--- config.mk ---
export PLATFORM = sky130hd
export DESIGN_NAME = muldiv_unit_flat
export DESIGN_NICKNAME = d
export VERILOG_FILES = /design/src/rtl/muldiv_pkg.sv /design/src/rtl/muldiv_if.sv /design/src/rtl/muldiv_step.sv /design/src/rtl/muldiv_unit.sv /design/src/flat_wrapper.sv
export SDC_FILE = /design/constraint.sdc
export NUM_CORES = 1
export LEC_CHECK = 0
export CAP_MARGIN = 20
export CORE_MARGIN = 2
export CORE_UTILIZATION = 53
export DETAILED_ROUTE_END_ITERATION = 6
export MAX_ROUTING_LAYER = met4
export PLACE_DENSITY = 0.85
export SYNTH_ARGS = -nofsm -noshare
export SYNTH_HDL_FRONTEND = slang
export SYNTH_SLANG_ARGS = --single-unit
--- constraint.sdc ---
create_clock -name clk -period 3.37 [get_ports clk]
set_input_delay 0.8425 -clock clk [delete_from_list [all_inputs] [get_ports clk]]
set_output_delay 0.8425 -clock clk [all_outputs]
set_load 0.1 [all_outputs]
--- src/rtl/muldiv_pkg.sv ---
// Shared encodings for the iterative multiply/divide unit.
package muldiv_pkg;

   localparam logic [1:0] OP_MULTU = 2'b00;
   localparam logic [1:0] OP_MULT  = 2'b01;
   localparam logic [1:0] OP_DIVU  = 2'b10;
   localparam logic [1:0] OP_DIV   = 2'b11;
   localparam int unsigned OP_ACC_BIT = 2;

   typedef enum logic [1:0] {
      S_IDLE,
      S_CALC,
      S_FIX
   } state_e;

   typedef enum logic {
      MODE_MUL,
      MODE_DIV
   } mode_e;

endpackage

--- src/rtl/muldiv_if.sv ---
// Command/result bundle between the core controller and the multiply/divide unit.
interface muldiv_if #(
   parameter int unsigned WIDTH = 32
);
   logic             start;
   logic [2:0]       op;
   logic [WIDTH-1:0] a;
   logic [WIDTH-1:0] b;
   logic             wr_hi;
   logic             wr_lo;
   logic [WIDTH-1:0] wdata;
   logic             busy;
   logic             done;
   logic [WIDTH-1:0] hi;
   logic [WIDTH-1:0] lo;

   modport master (
      output start, op, a, b, wr_hi, wr_lo, wdata,
      input  busy, done, hi, lo
   );

   modport slave (
      input  start, op, a, b, wr_hi, wr_lo, wdata,
      output busy, done, hi, lo
   );
endinterface

--- src/rtl/muldiv_step.sv ---
// One radix-2 iteration: shift-add multiply or restoring divide over a 2*WIDTH partial.
// Divide mode leaves bit 0 clear; the new quotient bit is returned on q_o.
module muldiv_step
   import muldiv_pkg::*;
#(
   parameter int unsigned WIDTH = 32
) (
   input  mode_e              mode_i,
   input  logic [2*WIDTH-1:0] part_i,
   input  logic [WIDTH-1:0]   opnd_i,
   output logic [2*WIDTH-1:0] part_o,
   output logic               q_o
);
   logic [WIDTH:0] sum;
   logic [WIDTH:0] rsh;
   logic [WIDTH:0] diff;

   always_comb begin
      sum    = {1'b0, part_i[2*WIDTH-1:WIDTH]} + (part_i[0] ? {1'b0, opnd_i} : '0);
      rsh    = {part_i[2*WIDTH-1:WIDTH], part_i[WIDTH-1]};
      diff   = rsh - {1'b0, opnd_i};
      q_o    = 1'b0;
      part_o = '0;
      if (mode_i == MODE_MUL) begin
         part_o = {sum, part_i[WIDTH-1:1]};
      end else begin
         // No borrow out of the trial subtraction means the divisor fits.
         q_o    = ~diff[WIDTH];
         part_o = {(q_o ? diff[WIDTH-1:0] : rsh[WIDTH-1:0]), part_i[WIDTH-2:0], 1'b0};
      end
   end
endmodule

--- src/rtl/muldiv_unit.sv ---
// Iterative MULT/MULTU/DIV/DIVU unit with architectural HI/LO registers.
// Define MULDIV_ACC_EN to enable MADD/MADDU accumulate on op[2].
module muldiv_unit
   import muldiv_pkg::*;
#(
   parameter int unsigned WIDTH = 32
) (
   input  logic     clk,
   input  logic     rst,
   muldiv_if.slave  bus
);
   localparam int unsigned CNT_W = $clog2(WIDTH) + 1;
   localparam int unsigned PW    = 2 * WIDTH;

   state_e             state_q, state_d;
   mode_e              mode_q, mode_d;
   logic [CNT_W-1:0]   cnt_q, cnt_d;
   logic [PW-1:0]      part_q, part_d;
   logic [WIDTH-1:0]   opnd_q, opnd_d;
   logic [WIDTH-1:0]   araw_q, araw_d;
   logic [WIDTH-1:0]   hi_q, hi_d, lo_q, lo_d;
   logic               neg_lo_q, neg_lo_d, neg_hi_q, neg_hi_d;
   logic               dz_q, dz_d;
   logic               busy_q, busy_d, done_q, done_d;
`ifdef MULDIV_ACC_EN
   logic               acc_q, acc_d;
`else
   logic               unused_op_acc;
   assign unused_op_acc = bus.op[OP_ACC_BIT];
`endif

   logic               sa, sb, signed_op;
   logic [WIDTH-1:0]   abs_a, abs_b;
   logic [PW-1:0]      res;
   logic [PW-1:0]      step_part;
   logic               step_q;

   muldiv_step #(.WIDTH(WIDTH)) u_step (
      .mode_i (mode_q),
      .part_i (part_q),
      .opnd_i (opnd_q),
      .part_o (step_part),
      .q_o    (step_q)
   );

   always_ff @(posedge clk) begin
      if (!rst) begin
         state_q  <= S_IDLE;
         mode_q   <= MODE_MUL;
         cnt_q    <= '0;
         part_q   <= '0;
         opnd_q   <= '0;
         araw_q   <= '0;
         hi_q     <= '0;
         lo_q     <= '0;
         neg_lo_q <= 1'b0;
         neg_hi_q <= 1'b0;
         dz_q     <= 1'b0;
         busy_q   <= 1'b0;
         done_q   <= 1'b0;
`ifdef MULDIV_ACC_EN
         acc_q    <= 1'b0;
`endif
      end else begin
         state_q  <= state_d;
         mode_q   <= mode_d;
         cnt_q    <= cnt_d;
         part_q   <= part_d;
         opnd_q   <= opnd_d;
         araw_q   <= araw_d;
         hi_q     <= hi_d;
         lo_q     <= lo_d;
         neg_lo_q <= neg_lo_d;
         neg_hi_q <= neg_hi_d;
         dz_q     <= dz_d;
         busy_q   <= busy_d;
         done_q   <= done_d;
`ifdef MULDIV_ACC_EN
         acc_q    <= acc_d;
`endif
      end
   end

   always_comb begin
      state_d   = state_q;
      mode_d    = mode_q;
      cnt_d     = cnt_q;
      part_d    = part_q;
      opnd_d    = opnd_q;
      araw_d    = araw_q;
      hi_d      = hi_q;
      lo_d      = lo_q;
      neg_lo_d  = neg_lo_q;
      neg_hi_d  = neg_hi_q;
      dz_d      = dz_q;
      busy_d    = busy_q;
      done_d    = 1'b0;
`ifdef MULDIV_ACC_EN
      acc_d     = acc_q;
`endif
      signed_op = bus.op[0];
      sa        = signed_op & bus.a[WIDTH-1];
      sb        = signed_op & bus.b[WIDTH-1];
      abs_a     = sa ? WIDTH'(-bus.a) : bus.a;
      abs_b     = sb ? WIDTH'(-bus.b) : bus.b;
      res       = '0;

      unique case (state_q)
         S_IDLE: begin
            if (bus.wr_hi) hi_d = bus.wdata;
            if (bus.wr_lo) lo_d = bus.wdata;
            if (bus.start) begin
               mode_d   = bus.op[1] ? MODE_DIV : MODE_MUL;
               part_d   = {{WIDTH{1'b0}}, (bus.op[1] ? abs_a : abs_b)};
               opnd_d   = bus.op[1] ? abs_b : abs_a;
               araw_d   = bus.a;
               neg_lo_d = sa ^ sb;
               neg_hi_d = sa;
               dz_d     = (bus.b == '0);
               cnt_d    = CNT_W'(WIDTH);
               busy_d   = 1'b1;
               state_d  = S_CALC;
`ifdef MULDIV_ACC_EN
               acc_d    = bus.op[OP_ACC_BIT] & ~bus.op[1];
`endif
            end
         end
         S_CALC: begin
            part_d = step_part | PW'(step_q);
            cnt_d  = cnt_q - 1'b1;
            if (cnt_q == CNT_W'(1)) state_d = S_FIX;
         end
         S_FIX: begin
            if (mode_q == MODE_DIV) begin
               // Division by zero bypasses sign correction entirely.
               if (dz_q) begin
                  hi_d = araw_q;
                  lo_d = '1;
               end else begin
                  lo_d = neg_lo_q ? -part_q[WIDTH-1:0] : part_q[WIDTH-1:0];
                  hi_d = neg_hi_q ? -part_q[PW-1:WIDTH] : part_q[PW-1:WIDTH];
               end
            end else begin
               res = neg_lo_q ? -part_q : part_q;
`ifdef MULDIV_ACC_EN
               if (acc_q) res = res + {hi_q, lo_q};
`endif
               {hi_d, lo_d} = res;
            end
            done_d  = 1'b1;
            busy_d  = 1'b0;
            cnt_d   = '0;
            state_d = S_IDLE;
         end
         default: state_d = S_IDLE;
      endcase
   end

   assign bus.busy = busy_q;
   assign bus.done = done_q;
   assign bus.hi   = hi_q;
   assign bus.lo   = lo_q;
endmodule

--- src/flat_wrapper.sv ---
// flat-port wrapper written by rule: the top's interface ports become plain ports
module muldiv_unit_flat import muldiv_pkg::*;
#(
   parameter int unsigned WIDTH = 32
)
  (clk, rst, bus_start, bus_op, bus_a, bus_b, bus_wr_hi, bus_wr_lo, bus_wdata, bus_busy, bus_done, bus_hi, bus_lo);
  muldiv_if #(.WIDTH(WIDTH)) bus_i ();
  input  logic clk;
  input  logic rst;
  input wire logic [$bits(bus_i.start)-1:0] bus_start;
  input wire logic [$bits(bus_i.op)-1:0] bus_op;
  input wire logic [$bits(bus_i.a)-1:0] bus_a;
  input wire logic [$bits(bus_i.b)-1:0] bus_b;
  input wire logic [$bits(bus_i.wr_hi)-1:0] bus_wr_hi;
  input wire logic [$bits(bus_i.wr_lo)-1:0] bus_wr_lo;
  input wire logic [$bits(bus_i.wdata)-1:0] bus_wdata;
  output wire logic [$bits(bus_i.busy)-1:0] bus_busy;
  output wire logic [$bits(bus_i.done)-1:0] bus_done;
  output wire logic [$bits(bus_i.hi)-1:0] bus_hi;
  output wire logic [$bits(bus_i.lo)-1:0] bus_lo;
  assign bus_i.start = bus_start;
  assign bus_i.op = bus_op;
  assign bus_i.a = bus_a;
  assign bus_i.b = bus_b;
  assign bus_i.wr_hi = bus_wr_hi;
  assign bus_i.wr_lo = bus_wr_lo;
  assign bus_i.wdata = bus_wdata;
  assign bus_busy = bus_i.busy;
  assign bus_done = bus_i.done;
  assign bus_hi = bus_i.hi;
  assign bus_lo = bus_i.lo;
  muldiv_unit #(.WIDTH(WIDTH)) u_core (.clk(clk), .rst(rst), .bus(bus_i));
endmodule
Word level (Yosys, flattened, before mapping)
Cells that the tools add are included.
{"block": "totals", "reg_bits": 206}
{"block": "classes", "bitwise_logic": 5, "n_mux": 30, "addsub": 8, "reduce_logical": 12, "eq_ne": 7}
{"cell": "32-bit 2-to-1 mux", "count": 14}
{"cell": "64-bit 2-to-1 mux", "count": 3}
{"cell": "32-bit negator", "count": 4}
{"cell": "32-bit one-hot mux with 2 select lines", "count": 2}
{"cell": "64-bit one-hot mux with 2 select lines", "count": 1}
{"cell": "64-bit negator", "count": 1}
{"cell": "64-bit by 1-bit OR with 64-bit output", "count": 1}
{"cell": "32-bit by 33-bit adder with 33-bit output", "count": 1}
{"cell": "33-bit by 32-bit subtractor with 33-bit output", "count": 1}
{"cell": "32-bit zero test", "count": 1}
{"cell": "6-bit one-hot mux with 3 select lines", "count": 1}
{"cell": "2-bit AND reduction", "count": 7}
{"cell": "6-bit by 1-bit == test with 1-bit output, second input constant", "count": 1}
{"cell": "6-bit 2-to-1 mux", "count": 1}
{"cell": "2-bit != test, second input constant", "count": 3}
{"cell": "6-bit by 1-bit subtractor with 6-bit output, second input constant", "count": 1}
{"cell": "1-bit 2-to-1 mux", "count": 4}
{"cell": "2-bit 2-to-1 mux", "count": 2}
{"cell": "2-bit one-hot mux with 2 select lines", "count": 1}
{"cell": "2-bit nonzero test", "count": 2}
{"cell": "3-bit nonzero test", "count": 1}
{"cell": "1-bit AND", "count": 2}
{"cell": "2-bit by 1-bit == test with 1-bit output, second input constant", "count": 1}
{"cell": "2-bit == test, second input constant", "count": 1}
{"cell": "5 further kinds", "count": 5}

Longest topological paths before layout
{"block": "logic_depth", "ltp_word": 5, "ltp_mapped": 14}

Hierarchy
Synthesis repeated with hierarchy kept, for this count alone.
{"block": "unflattened", "cells_unflattened": 2372, "area_unflattened_um2": 17450.5}
{"mod": "muldiv_unit", "cells_per_inst": 1689, "area_per_inst_um2": 12802.3, "n_inst": 1}
{"mod": "muldiv_step", "cells_per_inst": 683, "area_per_inst_um2": 4648.2, "n_inst": 1}

Least setup slack after synthesis
No wires, ideal clock.
{"block": "synth_timing", "path_type": "register to register", "from": "register u_core.part_q[32]", "to": "register u_core.part_q[48]", "period_less_slack_ns": 3.292, "arrival_ns": 3.170, "t_required_ns": 3.248, "path_slack_ns": 0.078, "path_stages_with_launch": 14, "path_buffers": 2, "setup_time_ns": 0.122, "path_cell_list": "dfxtp_1 clkbuf_1 inv_1 fa_1 nand2b_1 a21o_1 a31o_2 a211oi_1 nor2_1 a311oi_2 buf_2 mux2i_1 nor2_1 a221o_1"}
{"block": "synth_between", "elab_chain_cells": 5, "elab_cells_between_ends": 6}
{"element": "start, declared", "line": "muldiv_unit.sv:18", "source": "logic [PW-1:0] part_q, part_d;"}
{"element": "start signal, assigned", "line": "muldiv_unit.sv:68", "source": "part_q <= part_d;"}
{"element": "33-bit by 32-bit subtractor with 33-bit output", "line": "muldiv_step.sv:21", "source": "diff = rsh - {1'b0, opnd_i};"}
{"element": "32-bit 2-to-1 mux", "line": "muldiv_step.sv:29", "source": "part_o = {(q_o ? diff[WIDTH-1:0] : rsh[WIDTH-1:0]), part_i[WIDTH-2:0], 1'b0};"}
{"element": "64-bit 2-to-1 mux *", "line": "muldiv_step.sv:24", "source": "if (mode_i == MODE_MUL) begin"}
{"element": "64-bit by 1-bit OR with 64-bit output *", "line": "muldiv_unit.sv:129", "source": "part_d = step_part | PW'(step_q);"}
{"element": "64-bit one-hot mux with 2 select lines *", "line": "muldiv_unit.sv:108", "source": "unique case (state_q)"}
Mark *: on every way between the ends. The rest lies on a longest branch, timed or not.
A chain may end at the register's enable or synchronous reset.

Worst setup path in the final report
{"block": "layout_timing", "from": "register u_core.opnd_q[7]", "to": "register u_core.part_q[55]"}
{"block": "layout_between", "elab_chain_cells": 5, "elab_cells_between_ends": 7}
{"element": "start, declared", "line": "muldiv_unit.sv:19", "source": "logic [WIDTH-1:0] opnd_q, opnd_d;"}
{"element": "start signal, assigned", "line": "muldiv_unit.sv:69", "source": "opnd_q <= opnd_d;"}
{"element": "32-bit 2-to-1 mux / 33-bit by 32-bit subtractor with 33-bit output (equally long branches)", "line": "muldiv_step.sv:19, muldiv_step.sv:21"}
{"element": "32-bit by 33-bit adder with 33-bit output / 32-bit 2-to-1 mux (equally long branches)", "line": "muldiv_step.sv:19, muldiv_step.sv:29"}
{"element": "64-bit 2-to-1 mux *", "line": "muldiv_step.sv:24"}
{"element": "64-bit by 1-bit OR with 64-bit output *", "line": "muldiv_unit.sv:129"}
{"element": "64-bit one-hot mux with 2 select lines *", "line": "muldiv_unit.sv:108"}
Marked as above.

==> results.toml <==
[cells_and_area]
areaGrowthSynthToFinish_pct = 24.9
multi_input_area_um2 = 12100
layout-drive-gt1-share = 0.168
final_cells = 3019
fill_cells = 2705
final_nets = 2777
regArea_um2 = 4140

[hold_path]
holdCritStartpoint = "u_core.opnd_q[17]"
hold_depth = 2
min_path_type = "reg2reg"

[grt]
grt_overflow_total = 0
groute.usage.overall = 0.410
grt_max_degree = 98
first_global_vias = 18100
antenna_found_initial = 0
grt_pass1_wl_um = 105000

[power_and_ir_drop]
swShare = 0.380
power_frac_clock = 0.326
pwr-share-seq = 0.318
ir_drop_v = 0.000350
p_sw_w = 0.00339
cellPowerDensity_nw_per_um2 = 419
p_int_w = 0.00553
p_comb_frac = 0.357
power_w = 0.00892
p_leak_nw = 8.67

[clocking]
clkTransAtPathRegs_ns = 0.07
cts.sinks = 206
cts_max_level = 1
insertion_delay_ns = 0.54
numCtsBuffers = 24
cts_tree = "yes"
clockBufferDepth = 3
clock-root-buffer = "clkbuf_16"

[routing]
vias = 19800
final_antenna_net_count = 0
dr.pass1.iters = 6
via_per_inst = 6.57
wire_per_inst_um = 23.0
totalWireLength_um = 69500
initialDrtViolationCount = 2598
drc = 0

[worst_setup_path]
reg2reg_depth = 15
cp_top_family = "compound AO/OA/AOI/OAI gates"
crit_type = "reg2reg"
r2r_start = "u_core.opnd_q[7]"
cp.arrival_ns = 3.73
reg2reg_to = "u_core.part_q[55]"
cp_common_cell = "buf_4"
crit_chain = "inv_1 > ha_1 > o21a_1 > o2111ai_1 > a31o_4 > a211oi_2 > buf_4 > buf_4 > o21ba_2 > a311oi_4 > buf_4 > buf_12 > buf_4 > mux2i_1 > o21ai_0"
cp_num_cells = 15
crit_fanout = 7
critPathCaptureType = "flop"
cp_data_required_time_ns = 3.79
setup.worst_path.start_class = "flop"
crit_path_end = "u_core.part_q[55]"
rrSetupSlack_ns = 0.06
crit_start = "u_core.opnd_q[7]"
cp_num_buf_inv = 6
slowest_stage = "ha_1"
max_stage_delay_ns = 0.40

[placement]
dp_cells = 2969
port_buffers = 168
dp.final_hpwl_um = 53800
gp_congestion = 1.06
dp_worst_setup_slack_ns = -0.367

[floorplanning]
core_um2 = 31600
rows = 65
die_h_um = 183
dieArea_um2 = 33600
initial_core_util = 0.539
die-width_um = 183
pin_count = 170

[timing]
setup_violations = 0
min_period_ns = 3.31
final_max_slew_viol_count = 0
worstMarginPinSlew_ns = 0.979
rsz0062_at_grt = "true"
holdWs_ns = 0.453
min_period_over_period = 0.981
maxSlewHeadroom = 0.347
fmax_mhz = 303
hold_viol = 0
fin_setup_tns_ns = 0
layout_setup_ws_ns = 0.0649
skew_ns = 0.0291

[synth]
ys_async_sr_fraction = 0
yosysUniqueCellTypes = 77
postSynthAreaPerCell_um2 = 7.26
syn_inst = 2350
synth_area_um2 = 17100
seq_area_frac_synth = 0.242
ys_ff_latch = 206
synth_top_flop_cell = "dfxtp_1"
synth_edf_count = 0
syn_nets = 2529
ys.warnings.count = 0

[job]
drv_cap = 0

[run_status]
status = "completed"
layout make-up:
class | instances | share of cell area
multi-input combinational | 1888 | 0.569
timing repair buffer | 400 | 0.159
inverter | 78 | 0.0139
tap | 402 | 0.0236
sequential | 206 | 0.194
antenna | 1 | 0.000117
clock buffer | 31 | 0.0313
clock inverter | 13 | 0.00922
through the flow:
stage	instance area (µm²)	utilization
after floorplan	17100	-
after global placement	20200	0.639
after detailed placement	20200	0.639
after CTS	21200	0.669
after global routing	21300	0.674
final	21300	0.674
worst min-delay path: cells and delay by family (launching register included):
family | cells | cell delay [ns]
AO/OA/AOI/OAI | 1 | 0.05
flip-flops | 1 | 0.31
AND/OR/NAND/NOR | 1 | 0.05
timing repair:
| item | in CTS | in global routing |
|---|---|---|
| hold buffers | 0 | 0 |
| gates cloned | 2 | 0 |
| endpoints found under the setup margin | 15 | 34 |
| setup buffers | 1 | 2 |
| resized for setup | 8 | 36 |
| pin swaps | 1 | 9 |
placed cells by master, fill, tap and decap left out, types with 22 or more instances in the layout:
master,Yosys,layout
nand2_1,316,315
o221ai_1,40,39
a21oi_1,255,248
nand3_1,45,45
nand2b_1,24,23
nor3_1,48,48
inv_1,78,76
or3_1,22,22
a21o_1,29,29
o31ai_1,22,22
ha_1,73,67
nor2_1,193,190
o211ai_1,40,40
a211oi_1,44,41
clkbuf_16,0,25
o21ai_0,157,154
buf_4,0,289
xor2_1,77,77
mux2i_1,75,73
a31oi_1,24,24
xnor2_1,130,130
dfxtp_1,206,197
mux2_2,24,24
clkdlybuf4s50_1,0,100
Yosys cell counts, drive strengths merged (13+ instances only):
master,number,share of area
a311oi,13,0.0070
o41ai,15,0.0081
ha,73,0.054
a31oi,24,0.0088
mux2,24,0.016
inv,78,0.017
o221ai,40,0.021
mux2i,75,0.044
nor4,19,0.0077
a21oi,255,0.075
xor2,77,0.040
nor2b,13,0.0048
a21o,29,0.013
dfxtp,206,0.24
clkbuf,149,0.033
xnor2,130,0.067
nor3,48,0.014
o21ai,173,0.051
or4,17,0.0084
o31ai,24,0.012
o211ai,40,0.018
nand3,45,0.013
nand4,16,0.0062
or3,22,0.0081
buf,29,0.0083
nor2,193,0.042
nand2,316,0.070
nand2b,24,0.0088
a211oi,44,0.019
how the worst min path moves through the flow:
stage / end
detailed placement: u_core.araw_q[27]
floorplan: u_core.araw_q[27]
CTS: u_core.opnd_q[17]
finish: u_core.opnd_q[17]
global route: u_core.bus.lo[22]
global placement: u_core.opnd_q[17]
state kept, by name, indices dropped and copies added (netlist names):
name / count
u_core.part_q: 64
u_core.dz_q: 1
u_core.cnt_q: 6
u_core.araw_q: 32
u_core.bus.hi: 32
u_core.bus.busy: 1
u_core.neg_lo_q: 1
u_core.mode_q: 1
u_core.state_q: 2
u_core.neg_hi_q: 1
u_core.bus.done: 1
u_core.opnd_q: 32
u_core.bus.lo: 32
kinds of logic after synthesis:
group           share of synthesized area
compound gates                      0.273
flops                               0.242
buf+inv                            0.0582
mux                                0.0598
simple gates                        0.205
fa+ha+maj                          0.0559
xor+xnor                            0.106
power by group through the flow:
stage | Clock, W | Combinational, W | Sequential, W
after floorplan | 0 | 0.00150 | 0.00329
after global placement | 0 | 0.00299 | 0.00286
after detailed placement | 0 | 0.00303 | 0.00287
after CTS | 0.00289 | 0.00307 | 0.00282
after global routing | 0.00299 | 0.00335 | 0.00284
final | 0.00291 | 0.00318 | 0.00283
per-layer routing:
layer	vias to the layer above	GRT usage	part of all wire
met5	-	-	0
met4	0	0.196	0.062
met3	273	0.0757	0.12
met2	1355	0.607	0.43
met1	9293	0.539	0.39
li1	8926	-	-
Note: power is estimated with default switching activity, not from simulation.
